File: config.mk
export PLATFORM = sky130hd
export DESIGN_NAME = spi_xfer_queue
export DESIGN_NICKNAME = d
export VERILOG_FILES = /design/src/rtl/spi_xfer_queue_pkg.sv /design/src/rtl/spi_xfer_queue_sync_fifo.sv /design/src/rtl/spi_xfer_queue.sv
export SDC_FILE = /design/constraint.sdc
export NUM_CORES = 1
export LEC_CHECK = 0
export BUFFER_PORTS_ARGS = -buffer_cell sky130_fd_sc_hd__buf_4
export CAP_MARGIN = 20
export CORE_ASPECT_RATIO = 0.5
export CORE_MARGIN = 2
export CORE_UTILIZATION = 30
export DETAILED_ROUTE_END_ITERATION = 12
export PLACE_DENSITY_LB_ADDON = 0.1
export REMOVE_ABC_BUFFERS = 1
export SYNTH_ARGS = -nofsm -noshare
export SYNTH_HDL_FRONTEND = slang
export SYNTH_SLANG_ARGS = --single-unit
File: constraint.sdc
create_clock -name clk -period 3 [get_ports clk]
set_clock_uncertainty 0.2 [all_clocks]
set_input_delay 0.6 -clock clk [delete_from_list [all_inputs] [get_ports clk]]
set_output_delay 0.6 -clock clk [all_outputs]
set_load 0.1 [all_outputs]
File: src/rtl/spi_xfer_queue_pkg.sv
// Shared definitions for the SPI transfer queue: default sizing and the
// transfer FSM state encoding.
// Ports: none (package).
package spi_xfer_queue_pkg;

   localparam int DATA_W_DEF      = 8;
   localparam int DEPTH_DEF       = 4;
   localparam int TIMEOUT_CYC_DEF = 256;

   // One transfer in flight at most: IDLE picks a byte, LAUNCH pulses start,
   // WAIT watches for done or timeout, STORE writes the reply into RX.
   typedef enum logic [1:0] {
      ST_IDLE   = 2'd0,
      ST_LAUNCH = 2'd1,
      ST_WAIT   = 2'd2,
      ST_STORE  = 2'd3
   } xfer_state_t;

endpackage

File: src/rtl/spi_xfer_queue_sync_fifo.sv
// Purpose : register-based synchronous FIFO with count-based full/empty.
// Latency : push visible at the head (empty=0) the cycle after the push edge.
// Backpr. : push ignored when full, pop ignored when empty; caller gates on count/empty.
// Ports   : clk, reset (async active-low), push/wdata, pop/rdata, empty, count (0..DEPTH).
module spi_xfer_queue_sync_fifo
   import spi_xfer_queue_pkg::*;
#(
   parameter int DATA_W = DATA_W_DEF,
   parameter int DEPTH  = DEPTH_DEF
) (
   input  logic                   clk,
   input  logic                   reset,
   input  logic                   push,
   input  logic [DATA_W-1:0]      wdata,
   input  logic                   pop,
   output logic [DATA_W-1:0]      rdata,
   output logic                   empty,
   output logic [$clog2(DEPTH):0] count
);

   localparam int AW = $clog2(DEPTH);
   localparam int CW = $clog2(DEPTH) + 1;

   logic [DATA_W-1:0] mem [DEPTH];
   logic [AW-1:0]     wr_ptr;
   logic [AW-1:0]     rd_ptr;
   logic [CW-1:0]     cnt;
   logic              is_full;
   logic              do_push;
   logic              do_pop;

   assign is_full = (cnt == CW'(DEPTH));
   assign empty   = (cnt == '0);
   assign do_push = push & ~is_full;
   assign do_pop  = pop & ~empty;
   assign count   = cnt;
   // Head reads as zero while empty so the output is clean straight out of reset.
   assign rdata   = empty ? '0 : mem[rd_ptr];

   // DEPTH is a power of two, so the pointers wrap naturally.
   always_ff @(posedge clk or negedge reset) begin
      if (!reset) begin
         wr_ptr <= '0;
         rd_ptr <= '0;
         cnt    <= '0;
      end else begin
         if (do_push) wr_ptr <= wr_ptr + AW'(1);
         if (do_pop)  rd_ptr <= rd_ptr + AW'(1);
         case ({do_push, do_pop})
            2'b10:   cnt <= cnt + CW'(1);
            2'b01:   cnt <= cnt - CW'(1);
            default: cnt <= cnt;
         endcase
      end
   end

   // Storage needs no reset: entries are only read while counted as valid.
   always_ff @(posedge clk) begin
      if (do_push) mem[wr_ptr] <= wdata;
   end

endmodule

File: src/rtl/spi_xfer_queue.sv
// Purpose : TX/RX byte queue in front of an SPI master; launches one transfer at a time, flags lost transfers.
// Latency : TX push edge N -> spi_start in cycle N+2; spi_done cycle M -> rx_valid cycle M+2.
// Backpr. : tx_ready drops when TX full; a full RX FIFO stalls new launches so no reply is ever dropped.
// Ports   : clk, reset (async active-low); tx_data/tx_valid/tx_ready in; rx_data/rx_valid/rx_ready out;
//           spi_start/spi_din/spi_dout/spi_done to the master; busy, tx_level, timeout_err, err_clr status.
module spi_xfer_queue
   import spi_xfer_queue_pkg::*;
#(
   parameter int DATA_W      = DATA_W_DEF,
   parameter int DEPTH       = DEPTH_DEF,
   parameter int TIMEOUT_CYC = TIMEOUT_CYC_DEF
) (
   input  logic                   clk,
   input  logic                   reset,
   input  logic [DATA_W-1:0]      tx_data,
   input  logic                   tx_valid,
   output logic                   tx_ready,
   output logic [DATA_W-1:0]      rx_data,
   output logic                   rx_valid,
   input  logic                   rx_ready,
   output logic                   spi_start,
   output logic [DATA_W-1:0]      spi_din,
   input  logic [DATA_W-1:0]      spi_dout,
   input  logic                   spi_done,
   output logic                   busy,
   output logic [$clog2(DEPTH):0] tx_level,
   output logic                   timeout_err,
   input  logic                   err_clr
);

   localparam int                LVL_W    = $clog2(DEPTH) + 1;
   localparam int                CNT_W    = $clog2(TIMEOUT_CYC);
   localparam logic [LVL_W-1:0]  LVL_FULL = LVL_W'(DEPTH);
   localparam logic [CNT_W-1:0]  CNT_LAST = CNT_W'(TIMEOUT_CYC - 1);

   xfer_state_t       state_q;
   xfer_state_t       state_d;

   logic [DATA_W-1:0] tx_head;
   logic              tx_empty;
   logic [LVL_W-1:0]  tx_count;
   logic              rx_empty;
   logic [LVL_W-1:0]  rx_count;

   logic [DATA_W-1:0] hold_q;
   logic [CNT_W-1:0]  tmo_cnt;

   logic              tx_pop;
   logic              load_din;
   logic              cnt_clr;
   logic              cnt_inc;
   logic              capture;
   logic              set_err;
   logic              rx_push;

   spi_xfer_queue_sync_fifo #(
      .DATA_W (DATA_W),
      .DEPTH  (DEPTH)
   ) u_tx_fifo (
      .clk   (clk),
      .reset (reset),
      .push  (tx_valid),
      .wdata (tx_data),
      .pop   (tx_pop),
      .rdata (tx_head),
      .empty (tx_empty),
      .count (tx_count)
   );

   spi_xfer_queue_sync_fifo #(
      .DATA_W (DATA_W),
      .DEPTH  (DEPTH)
   ) u_rx_fifo (
      .clk   (clk),
      .reset (reset),
      .push  (rx_push),
      .wdata (hold_q),
      .pop   (rx_ready),
      .rdata (rx_data),
      .empty (rx_empty),
      .count (rx_count)
   );

   assign tx_ready  = (tx_count != LVL_FULL);
   assign tx_level  = tx_count;
   assign rx_valid  = ~rx_empty;
   assign spi_start = (state_q == ST_LAUNCH);
   assign busy      = (state_q != ST_IDLE);

   always_ff @(posedge clk or negedge reset) begin
      if (!reset) state_q <= ST_IDLE;
      else        state_q <= state_d;
   end

   always_comb begin
      state_d  = state_q;
      tx_pop   = 1'b0;
      load_din = 1'b0;
      cnt_clr  = 1'b0;
      cnt_inc  = 1'b0;
      capture  = 1'b0;
      set_err  = 1'b0;
      rx_push  = 1'b0;
      case (state_q)
         ST_IDLE: begin
            // Only launch when the reply is guaranteed a slot in RX.
            if (!tx_empty && (rx_count != LVL_FULL)) begin
               tx_pop   = 1'b1;
               load_din = 1'b1;
               state_d  = ST_LAUNCH;
            end
         end
         ST_LAUNCH: begin
            cnt_clr = 1'b1;
            state_d = ST_WAIT;
         end
         ST_WAIT: begin
            // A done arriving on the very last allowed cycle still counts.
            if (spi_done) begin
               capture = 1'b1;
               state_d = ST_STORE;
            end else if (tmo_cnt == CNT_LAST) begin
               set_err = 1'b1;
               state_d = ST_IDLE;
            end else begin
               cnt_inc = 1'b1;
            end
         end
         ST_STORE: begin
            rx_push = 1'b1;
            state_d = ST_IDLE;
         end
         default: state_d = ST_IDLE;
      endcase
   end

   always_ff @(posedge clk or negedge reset) begin
      if (!reset) begin
         spi_din     <= '0;
         hold_q      <= '0;
         tmo_cnt     <= '0;
         timeout_err <= 1'b0;
      end else begin
         // spi_din holds the launched byte until the next launch.
         if (load_din) spi_din <= tx_head;
         if (capture)  hold_q  <= spi_dout;
         if (cnt_clr)      tmo_cnt <= '0;
         else if (cnt_inc) tmo_cnt <= tmo_cnt + CNT_W'(1);
         // A new timeout beats a simultaneous clear so the event is never lost.
         if (set_err)      timeout_err <= 1'b1;
         else if (err_clr) timeout_err <= 1'b0;
      end
   end

endmodule
======== Yosys cells after proc, flatten, opt, wreduce, memory -nomap -nowiden ========
Memory sizes are Yosys's and may differ from the RTL's. A register that Yosys moved wholly into a read port is not among the register bits.
Cells that the tools add are included.
word-level totals
  input port bits ......................... 22
  register bits ........................... 33
  RAM bits ................................ 64
  memories ................................ 2
memories
  memory         depth  width  read ports  clocked after Yosys merged registers in  wr ports  RTL line                        text
  u_rx_fifo.mem  4      8      1           0                                        1         spi_xfer_queue_sync_fifo.sv:24  logic [DATA_W-1:0] mem [DEPTH];
  u_tx_fifo.mem  4      8      1           1                                        1         spi_xfer_queue_sync_fifo.sv:24
cells by class
  equality and inequality tests ........... 14
  reductions and logical operators ........ 12
  add/sub/neg operators ................... 9
  multiplexer cells ....................... 27
  bitwise gates (word level) .............. 8
operators by type and width
  cell                                               number
  2-to-1 mux 8 bit                                   3
  2-to-1 mux 1 bit                                   18
  case mux 3 bit (2 select lines)                    2
  nonzero test 2 bit                                 5
  inequality test 3 bit (second input constant)      3
  adder 2 x 1 -> 2 bit (second input constant)       4
  adder 8 x 1 -> 8 bit (second input constant)       1
  == test 2 bit (second input constant)              4
  == test 8 bit (second input constant)              1
  case mux 2 bit (4 select lines)                    1
  adder 3 x 1 -> 3 bit (second input constant)       2
  == test 2 x 1 -> 1 bit (second input constant)     3
  == test 3 bit (second input constant)              2
  zero test 3 bit                                    2
  2-to-1 mux 2 bit                                   3
  subtractor 3 x 1 -> 3 bit (second input constant)  2
  bitwise AND 1 bit                                  4
  inverter 1 bit                                     4
  zero test 1 bit                                    2
  zero test 2 bit                                    1
  inequality test 2 bit (second input constant)      1
  AND reduction 2 bit                                1
  logical AND 1 bit                                  1

======== Logic depth before layout (Yosys ltp) ========
Gate-level depths: netlist of the first run.
  word-level depth ........................ 8
  depth in mapped cells ................... 10
  mapped depth without buffers ............ 10

======== Hierarchy ========
A second synthesis of the first run with hierarchy kept.
second synthesis, totals
  cell total of the unflattened synthesis .. 271
  area total of the unflattened synthesis .. 4461.8 um^2
modules (own cells, without submodules)
  module                    area an instance (um^2)  times used  seq. area each (um^2)  cells an instance
  spi_xfer_queue_sync_fifo  1637.8                   2           1136.1                 89
  spi_xfer_queue            1186.1                   1           675.6                  93

======== Least setup slack after synthesis of the first run ========
Ideal clock, no wire load.
  kind .................................... register to register
  from .................................... register u_tx_fifo.cnt[2] (netlist: u_tx_fifo.count[2])
  to ...................................... register u_tx_fifo.cnt[2] (netlist: u_tx_fifo.count[2])
  required time ........................... 2.637 ns
  library setup time ...................... 0.163 ns
  period minus slack after synthesis ...... 3.887 ns
  stages on the path, launching flop included .. 10
  slack ................................... -0.887 ns
  arrival ................................. 3.524 ns
  cell sequence ........................... dfrtp_1 nand3_1 and2_1 inv_1 ha_1 inv_1 fa_1 xor2_1 nor2_1 xor2_1
on the way
  longest elaborated chain between the ends .. 8
  elaborated cells on any way between the ends .. 16
  those cells by class .................... add/sub (2); eq/ne (3); mux (3); bitwise (4); reduce/logical (4)
ends and longest elaborated chain
  element                                                                       RTL line                        text
  from (decl)                                                                   spi_xfer_queue_sync_fifo.sv:27  logic [CW-1:0] cnt;
  from (signal assigned)                                                        spi_xfer_queue_sync_fifo.sv:50  2'b10: cnt <= cnt + CW'(1);
  from (signal assigned)                                                        spi_xfer_queue_sync_fifo.sv:51  2'b01: cnt <= cnt - CW'(1);
  from (signal assigned)                                                        spi_xfer_queue_sync_fifo.sv:52  default: cnt <= cnt;
  zero test 3 bit                                                               spi_xfer_queue_sync_fifo.sv:33  assign empty = (cnt == '0);
  zero test 1 bit                                                               spi_xfer_queue.sv:107           if (!tx_empty && (rx_count != LVL_FULL)) begin
  logical AND 1 bit                                                             spi_xfer_queue.sv:107
  2-to-1 mux 1 bit                                                              spi_xfer_queue.sv:107
  2-to-1 mux 1 bit                                                              spi_xfer_queue.sv:104           case (state_q)
  bitwise AND 1 bit                                                             spi_xfer_queue_sync_fifo.sv:35  assign do_pop = pop & ~empty;
  == test 2 x 1 -> 1 bit / == test 2 bit (equally long branches)                spi_xfer_queue_sync_fifo.sv:49  case ({do_push, do_pop})
  case mux 3 bit (2 select lines) / nonzero test 2 bit (equally long branches)  n/a
Parallel ways exist; a longest one is shown, timed or not.
A chain may end at the register's enable or synchronous reset.

======== Worst setup path in the final report of the first run ========
  from .................................... register u_rx_fifo.rd_ptr[0]
  to ...................................... output rx_data[1]
on the way
  longest elaborated chain between the ends .. 2
ends and longest elaborated chain
  element                  RTL line                        text
  from (decl)              spi_xfer_queue_sync_fifo.sv:26  logic [AW-1:0] rd_ptr;
  from (signal assigned)   spi_xfer_queue_sync_fifo.sv:48  if (do_pop) rd_ptr <= rd_ptr + AW'(1);
  memory read (4 x 8 bit)  n/a
  2-to-1 mux 8 bit         spi_xfer_queue_sync_fifo.sv:38  assign rdata = empty ? '0 : mem[rd_ptr];
  to (decl)                spi_xfer_queue.sv:18            output logic [DATA_W-1:0] rx_data,
Every way passes these cells.

==> results of run 1 <==
[worst max-delay path by stage]
stage	to	slack, ns	startpoint	depth (start not counted)
after floorplan	u_tx_fifo.count[2]$_DFFE_PN0P_	-0.89	u_tx_fifo.count[2]$_DFFE_PN0P_	9
after global placement	rx_data[1]	0.56	u_rx_fifo.rd_ptr[0]$_DFFE_PN0P_	4
after detailed placement	u_rx_fifo.count[2]$_DFFE_PN0P_	0.48	u_rx_fifo.count[1]$_DFFE_PN0P_	9
after CTS	rx_data[1]	0.17	u_rx_fifo.rd_ptr[0]$_DFFE_PN0P_	4
after global routing	rx_data[4]	0.1	u_rx_fifo.rd_ptr[0]$_DFFE_PN0P_	4
final	rx_data[1]	0.21	u_rx_fifo.rd_ptr[0]$_DFFE_PN0P_	4
[flip-flops by register name, summed over array words and instances, names as in the netlist]
signal,flops
spi_din,8
u_rx_fifo.wr_ptr,2
state_q,2
u_tx_fifo.mem,32
u_rx_fifo.mem,32
u_tx_fifo.wr_ptr,2
u_rx_fifo.count,3
tmo_cnt,8
u_rx_fifo.rd_ptr,2
timeout_err,1
hold_q,8
u_tx_fifo.rd_ptr,2
u_tx_fifo.count,3
[synth_stat cells (all sizes together), types with 2 or more instances]
| library cell | instances |
|---|---|
| edfxtp | 64 |
| dfrtp | 41 |
| mux2 | 17 |
| mux4 | 16 |
| inv | 15 |
| and2 | 14 |
| ha | 11 |
| nand2 | 10 |
| nand3 | 7 |
| o21ai | 7 |
| and3 | 6 |
| xnor2 | 6 |
| xor2 | 6 |
| clkbuf | 5 |
| buf | 4 |
| nor2 | 4 |
| a21oi | 3 |
| a31oi | 3 |
| nand2b | 3 |
| fa | 2 |
| mux2i | 2 |
| nor3b | 2 |
| or3 | 2 |
| or3b | 2 |
[cells by family after synthesis]
group | share of synthesized area [%]
AO/OA/AOI/OAI | 2.318
XOR/XNOR | 2.434
adder cells (fa/ha/maj) | 4.115
buffers and inverters | 2.231
flip-flops | 68.27
multiplexers | 13.24
AND/OR/NAND/NOR | 7.389
[metal layers]
layer	vias to the layer above	global-route usage, %	share of wire (%)
met4	0	2.750	0.97
li1	1059	-	-
met2	43	19.93	51
met3	6	3.737	4.4
met1	1160	13.26	44
met5	-	0	0
[worst max-delay path: stages, from the launching register on]
cell	delay, ns
dfrtp_1	0.52
buf_4	0.23
mux4_2	0.50
and2_1	0.17
buf_4	0.23
[metrics by stage]
| step | setup TNS, ns | cell area (um^2) |
|---|---|---|
| floorplan | -7.368 | 4278 |
| global placement | 0 | 4871 |
| global route | 0 | 5162 |
| CTS | 0 | 5162 |
| detailed placement | 0 | 4871 |
| finish | 0 | 5162 |
[layout make-up]
class,count,share of cell area (%)
multi-input cells,132,24.67
clock buffers,12,4.581
well taps,192,4.653
repair buffers,47,6.835
flip-flops and latches,105,57.10
inverters,15,1.091
clock inverters,4,1.066
==> impl_metrics.toml, run 1 <==
[final_layout]
diodes = 0
area_growth_pct = 19.56
fillCellCount = 1329
regArea_um2 = 2948
postLayoutCoreUtil_pct = 37.37
fin_nets = 345
final_common_cell = "edfxtp_1"
finalNonFillerCells = 507
multi_input_area_um2 = 1274
most-common-layout-cells = "64 x edfxtp_1, 47 x buf_4, 41 x dfrtp_1"
layout-drive-gt1-share_pct = 28.25

[synthesis]
syn_avg_cell_area_um2 = 16.54
ys_async_sr_fraction_pct = 39.05
synth_area_leaders = "edfxtp_1 45%, dfrtp_1 24%, mux4_2 8.3%, ha_1 3.2%, mux2_2 2.9%"
syn_inst = 261
synth_edf_count = 64
yosys.area.top_type_share_pct = 44.51
yosysWarnings = 0
synth_ff_type = "edfxtp_1"
ys_seq_elements = 105
yosysTopAreaCell = "edfxtp_1"
post_synth_num_cell_types = 37
synth.yosys.seq_area_share_pct = 68.27
synth_area_um2 = 4318

[routing]
drc = 0
first_iter_violations = 191
wl_per_cell_um = 15.66
ant_nets = 0
viasPerCell = 4.473
drt_wl_total_mm = 7.942
firstDrtPassIters = 4
route.vias.total = 2268

[job]
cap_violations = 0

[place]
gp_congestion = 0.7054
place_ws_ns = 0.4840
place_hpwl_mm = 5.476
place_inst = 491
io_buffers = 45

[sta]
hold_violations = 0
whs_ns = 0.06237
rsz0062_at_grt = "false"
clock.fmax_ghz = 0.3586
fin_crit_ns = 2.789
maxSlewHeadroom_pct = 53.52
finalCritPeriodShare_pct = 92.96
worstMarginPinSlew_ns = 0.6926
slew_violations = 0
setup_viol = 0
timing.final.ws_setup_ns = 0.2111

[worst_setup_path]
worstReg2RegEnd = "u_rx_fifo.count[2]$_DFFE_PN0P_"
path_class = "reg2out"
r2r_start = "u_rx_fifo.count[1]$_DFFE_PN0P_"
regToRegSetupSlack_ns = 0.49
critPathArrivalTime_ns = 1.99
worstRegToRegCells = 9
critPathCaptureType = "primary output"
start_kind = "flop"
required_ns = 2.20
cp_max_fo = 6

[die]
die_width_um = 173.7
die_area_um2 = 15430
start_util_pct = 31.26
core_um2 = 13810
io_pins = 46
die_h_um = 88.83
num_rows = 30

[clocking]
root_buffer = "clkbuf_16"
cts_setup_buffers = 0
cts.path.max_buffers = 2
clk_pin_slew_ns = 0.07
cts_tree = "done"
clock-sinks = 105
clk_latency_ns = 0.33
hold_buffers = 0
cts-htree-levels = 3
cts_inserted_buffers = 9
cts_resized = 0

[global_route]
grt_use_total_pct = 11.14
grt_overflow = 0
grt_pass1_wl_mm = 12.77
grt_pass1_vias = 2413
antenna_found_initial = 0
grt_max_degree = 42

[hold_path]
hold_path_class = "in2async"

[outcome]
outcome = "finished, final reports clean"
Power of run 1 is left out: the tool's default activity adds up to more than one toggle a clock period on the data nets, which glitch-free logic cannot reach.
==> run 2, diff against run 1 <==
- CORE_UTILIZATION: 30 -> 58
- clock period: 3 -> 3.4 ns (I/O delays scaled with it)
==> run 2 against run 1 <==
  * Sequential cell count did not move
  * Setup slack improved by 0.30 ns
  * Worst hold slack improved by 0.065 ns
  * Non-clock buffer count fell by 1
  * Die area fell by 47%
  * Critical path depth fell by 1
  * Register-to-register slack improved by 0.42 ns
  * Core utilization rose by 33 points
  * Critical path type unchanged
  * Count of clock-buffer cells in the layout fell by 2
  * Global-route usage rose by 8.5 points
  * Wire length fell by 9.8%
  * Via count fell by 1.8%
==> impl_metrics.toml, run 2 (synthesized netlist as in run 1, its figures left out) <==
[final_layout]
finalNonFillerCells = 410
final_common_cell = "edfxtp_1"
area_growth_pct = 17.62
largestRegisters = "u_rx_fifo.mem: 32 flops, u_tx_fifo.mem: 32 flops"
most-common-layout-cells = "64 x edfxtp_1, 46 x buf_4, 41 x dfrtp_1"
fillCellCount = 494
diodes = 0
fin_nets = 344
design_area_um2 = 5079
layout-drive-gt1-share_pct = 28.34

[clocking]
cts_inserted_buffers = 9
root_buffer = "clkbuf_16"
cts_resized = 0
cts-htree-levels = 3
cts_setup_buffers = 0
clk_latency_ns = 0.34
hold_buffers = 0
clk_pin_slew_ns = 0.07
cts.path.max_buffers = 2
clock-sinks = 105
cts_tree = "done"

[place]
place_inst = 394
gp_congestion = 0.7770
place_hpwl_mm = 4.910
placed_cell_area_um2 = 4743
io_buffers = 45

[sta]
whs_ns = 0.1270
maxSlewHeadroom_pct = 55.66
hold_violations = 0
clock.fmax_ghz = 0.3467
finalSetupTns_ns = 0
fin_crit_ns = 2.884
setup_viol = 0
finalCritPeriodShare_pct = 84.83
rsz0062_at_grt = "false"
slew_violations = 0
worstMarginPinSlew_ns = 0.6607

[worst_setup_path]
critPathSlowestCell = "dfrtp_1"
worstReg2RegEnd = "u_rx_fifo.count[2]$_DFFE_PN0P_"
cp_slowest_stage_delay_ns = 0.70
worst-path-stages = 3
startpoint = "u_rx_fifo.rd_ptr[0]$_DFFE_PN0P_"
critPathArrivalTime_ns = 2.00
critPathCaptureType = "primary output"
worstSetupEndpoint = "rx_data[6]"
cp_cell_sequence = "mux4_2 -> and2_1 -> buf_4"
regToRegSetupSlack_ns = 0.91
path_class = "reg2out"
start_kind = "flop"
cp_max_fo = 10
cp.buffers_inverters = 1
worstRegToRegCells = 9
path_delay_family = "flip-flops"
r2r_start = "u_rx_fifo.count[1]$_DFFE_PN0P_"
required_ns = 2.52

[global_route]
met1_usage_pct = 25.19
grt_use_met3_pct = 6.276
grt_pass1_vias = 2313
grtUsageMet2_pct = 31.72
grt_overflow = 0
antenna_found_initial = 0
grt_use_total_pct = 19.61
grt_max_degree = 42
top_usage_layer = "met2"
grt_pass1_wl_mm = 11.69

[routing]
drt_wl_total_mm = 7.165
first_iter_violations = 150
firstDrtPassIters = 4
wl_per_cell_um = 17.48
viasPerCell = 5.432
route.vias.total = 2227
drc = 0
ant_nets = 0

[die]
start_util_pct = 59.42
core_um2 = 7267
die_area_um2 = 8193
io_pins = 46
num_rows = 22
die_width_um = 126.0
die_h_um = 65.01

[job]
cap_violations = 0

[outcome]
outcome = "finished, final reports clean"

[hold_path]
hold_path_class = "in2async"
==> run 2: cell types whose count changed in the layout (fill, tap and decap cells not counted) <==
cell / change
bufinv_16: +2
buf_4: -1
clkinv_4: -1
inv_6: -1
clkinv_1: +1
clkbuf_1: -2
clkinv_2: +1
==> run 2: cell type report <==
class | instances | area, um^2 | share of cell area, %
multi-input combinational | 132 | 1274 | 25.08
clock buffer | 10 | 229.0 | 4.509
inverter | 15 | 56.30 | 1.109
clock inverter | 6 | 106.4 | 2.094
timing repair buffer | 46 | 345.3 | 6.800
sequential | 105 | 2948 | 58.04
tap | 96 | 120.1 | 2.365
==> run 2: worst min path at each step <==
stage | cells after the start | slack (ns) | start | end
finish | 1 | 0.13 | reset | spi_din[2]$_DFFE_PN0N_
global route | 1 | 0.18 | reset | spi_din[5]$_DFFE_PN0N_
CTS | 1 | 0.15 | reset | u_rx_fifo.rd_ptr[1]$_DFFE_PN0P_
detailed placement | 1 | 0.26 | u_rx_fifo.count[2]$_DFFE_PN0P_ | u_rx_fifo.count[2]$_DFFE_PN0P_
global placement | 1 | 0.27 | u_rx_fifo.count[2]$_DFFE_PN0P_ | u_rx_fifo.count[2]$_DFFE_PN0P_
floorplan | 0 | 0.18 | reset | hold_q[0]$_DFFE_PN0P_
==> run 2: worst reg2reg max path, stage by stage (launching register included) <==
cell     delay, ns
dfrtp_1       0.41
or3b_1        0.43
and3_1        0.28
inv_1         0.08
ha_1          0.18
inv_1         0.06
fa_1          0.37
xor2_1        0.15
nor2_1        0.12
xor2_1        0.15
==> run 2: layer usage <==
layer / routed length, um / vias up
li1: - / 1053
met1: 3349 / 1127
met2: 3430 / 37
met3: 287 / 10
met4: 97 / 0
met5: 0 / -
==> run 2: per-stage QoR <==
| step | setup slack (ns) | utilization (%) |
|---|---|---|
| after detailed placement | 0.8406 | 65.27 |
| after floorplan | -0.4894 | - |
| after global placement | 0.8984 | 65.27 |
| after global routing | 0.3549 | 69.89 |
| final | 0.5157 | 69.89 |
| after CTS | 0.4397 | 69.89 |
Power of run 2 is left out for the same reason.
==> run 3, diff against run 2 <==
- ABC_AREA: not set -> 1
- clock period: 3.4 -> 3 ns (I/O delays scaled with it)
==> run 3 against run 2 <==
  * Via count up 30%
  * Core utilization shrank 0.099 points
  * Count of clock-buffer cells in the layout is 2 higher
  * First-iteration DRC count is 31% higher
  * Register-to-register slack got worse by 0.32 ns
  * Non-clock buffer count fell by 1
  * Area after synthesis is 4.0% higher
  * Critical path depth up 2
  * Die area up 3.8%
  * Critical path type unchanged
  * Largest cell class unchanged
==> impl_metrics.toml, run 3 <==
[die]
io_pins = 46
die_width_um = 128.5
core_um2 = 7405
die_area_um2 = 8507
die_h_um = 66.23
start_util_pct = 60.66
num_rows = 22

[sta]
setup_viol = 0
slew_violations = 0
maxSlewHeadroom_pct = 44.24
finalCritPeriodShare_pct = 91.01
worstMarginPinSlew_ns = 0.8332
hold_violations = 0
clock.fmax_ghz = 0.3663
finalSetupTns_ns = 0
rsz0062_at_grt = "false"
fin_crit_ns = 2.730

[final_layout]
fin_nets = 488
final_common_cell = "nor2_1"
area_growth_pct = 15.04
fillCellCount = 552
diodes = 0
design_area_um2 = 5167
layout-drive-gt1-share_pct = 16.81
multi_input_area_um2 = 1340
largestRegisters = "u_rx_fifo.mem: 32 flops, u_tx_fifo.mem: 32 flops"
most-common-layout-cells = "82 x nor2_1, 64 x edfxtp_1, 61 x nand2_1"
regArea_um2 = 2948

[synthesis]
ys_top_cells_by_count = "82 x nor2_1, 64 x edfxtp_1, 61 x nand2_1, 41 x dfrtp_1, 38 x o21ai_0"
syn_inst = 406
yosysTopAreaCell = "edfxtp_1"
synth_ff_type = "edfxtp_1"
ys_seq_elements = 105
yosysWarnings = 0
synth.most_common_cell = "nor2_1"
syn_avg_cell_area_um2 = 11.06
ys_async_sr_fraction_pct = 39.05
yosys.area.top_type_share_pct = 42.79
synth_area_um2 = 4492
synth.yosys.seq_area_share_pct = 65.63
post_synth_num_cell_types = 30
synth_edf_count = 64
synth_area_leaders = "edfxtp_1 43%, dfrtp_1 23%, nor2_1 6.9%, nand2_1 5.1%, o21ai_0 4.2%"

[clocking]
clock-sinks = 105
clk_latency_ns = 0.34
root_buffer = "clkbuf_16"
hold_buffers = 0
cts_tree = "done"
cts-htree-levels = 3
clk_pin_slew_ns = 0.06
cts.path.max_buffers = 2
cts_inserted_buffers = 9
cts_resized = 0
cts_setup_buffers = 0

[global_route]
grt_pass1_wl_mm = 13.72
grt_max_degree = 42
grt_use_total_pct = 21.57
antenna_found_initial = 0
grt_overflow = 0
grt_pass1_vias = 2924

[worst_setup_path]
cp_max_fo = 10
required_ns = 2.20
critPathArrivalTime_ns = 1.93
critPathCaptureType = "primary output"
worstRegToRegCells = 10
path_class = "reg2out"
start_kind = "flop"

[place]
placed_cell_area_um2 = 4885
io_buffers = 45
gp_congestion = 0.7519
place_hpwl_mm = 5.584

[routing]
route.vias.total = 2903
firstDrtPassIters = 4
ant_nets = 0
drt_wl_total_mm = 8.110
viasPerCell = 5.240
drc = 0
first_iter_violations = 197
wl_per_cell_um = 14.64

[job]
cap_violations = 0

[hold_path]
hold_path_class = "in2async"

[outcome]
outcome = "finished, final reports clean"
-- run 3: cell count changes in the layout (fill, tap and decap cells not counted), sizes merged, moves of 10 or more --
cell / before / now
a21oi: 3 / 13
and2: 14 / 0
inv: 15 / 35
mux4: 16 / 0
nand2: 10 / 63
nand3: 7 / 21
nor2: 4 / 84
o21ai: 7 / 39
-- run 3: area by class of cell --
type / instances / share of cell area, %
multi-input combinational: 255 / 25.93
timing repair buffer: 45 / 6.538
clock buffer: 12 / 4.576
tap: 96 / 2.324
sequential: 105 / 57.05
inverter: 37 / 2.688
clock inverter: 4 / 0.8959
-- run 3: layer usage --
layer	vias up	global-route usage, %	routed length (um)	share of wire (%)
li1	1438	-	-	-
met4	0	6.731	79	0.97
met5	-	0	0	0
met3	10	6.958	363	4.5
met1	1393	26.50	3617	45
met2	62	36.97	4049	50
-- run 3: worst paths after layout --
check	startpoint	to	slack (ns)
max	u_rx_fifo.rd_ptr[1]$_DFFE_PN0P_	rx_data[5]	0.27
min	reset	u_tx_fifo.wr_ptr[0]$_DFFE_PN0P_	0.04
max reg2reg	state_q[0]$_DFFE_PN0P_	u_tx_fifo.count[2]$_DFFE_PN0P_	0.59
min reg2reg	u_rx_fifo.count[0]$_DFFE_PN0P_	u_rx_fifo.count[0]$_DFFE_PN0P_	0.29
max in group asynchronous	reset	hold_q[4]$_DFFE_PN0P_	2.20
min in group clk	tx_data[6]	u_tx_fifo.mem[3][6]$_DFFE_PP_	0.25
-- run 3: logic make-up (layout without fill, tap and decap cells) --
group	Yosys count	in the layout	share of synthesized area, %
multiplexers	8	8	2.006
XOR/XNOR	9	9	1.755
buffers and inverters	46	98	4.540
AO/OA/AOI/OAI	54	54	6.184
flip-flops	105	105	65.63
AND/OR/NAND/NOR	171	171	15.93
adder cells (fa/ha/maj)	13	13	3.955
-- run 3: per-stage QoR --
stage / setup WS (ns) / utilization [%] / std cells / hold slack [ns]
final: 0.2698 / 69.79 / 554 / 0.03752
after CTS: 0.2656 / 69.79 / 554 / 0.05288
after global routing: 0.08450 / 69.79 / 554 / 0.07658
after global placement: 0.6610 / 65.97 / 538 / 0.2620
after floorplan: -0.8335 / - / 397 / 0.1044
after detailed placement: 0.6019 / 65.97 / 538 / 0.2760
-- run 3: critical path, stage by stage, from the launching register on --
cell	delay, ns
dfrtp_1	0.51
clkinv_1	0.31
nor2_1	0.19
o21ai_0	0.09
a21oi_1	0.17
buf_4	0.32
Power of run 3 is left out for the same reason.
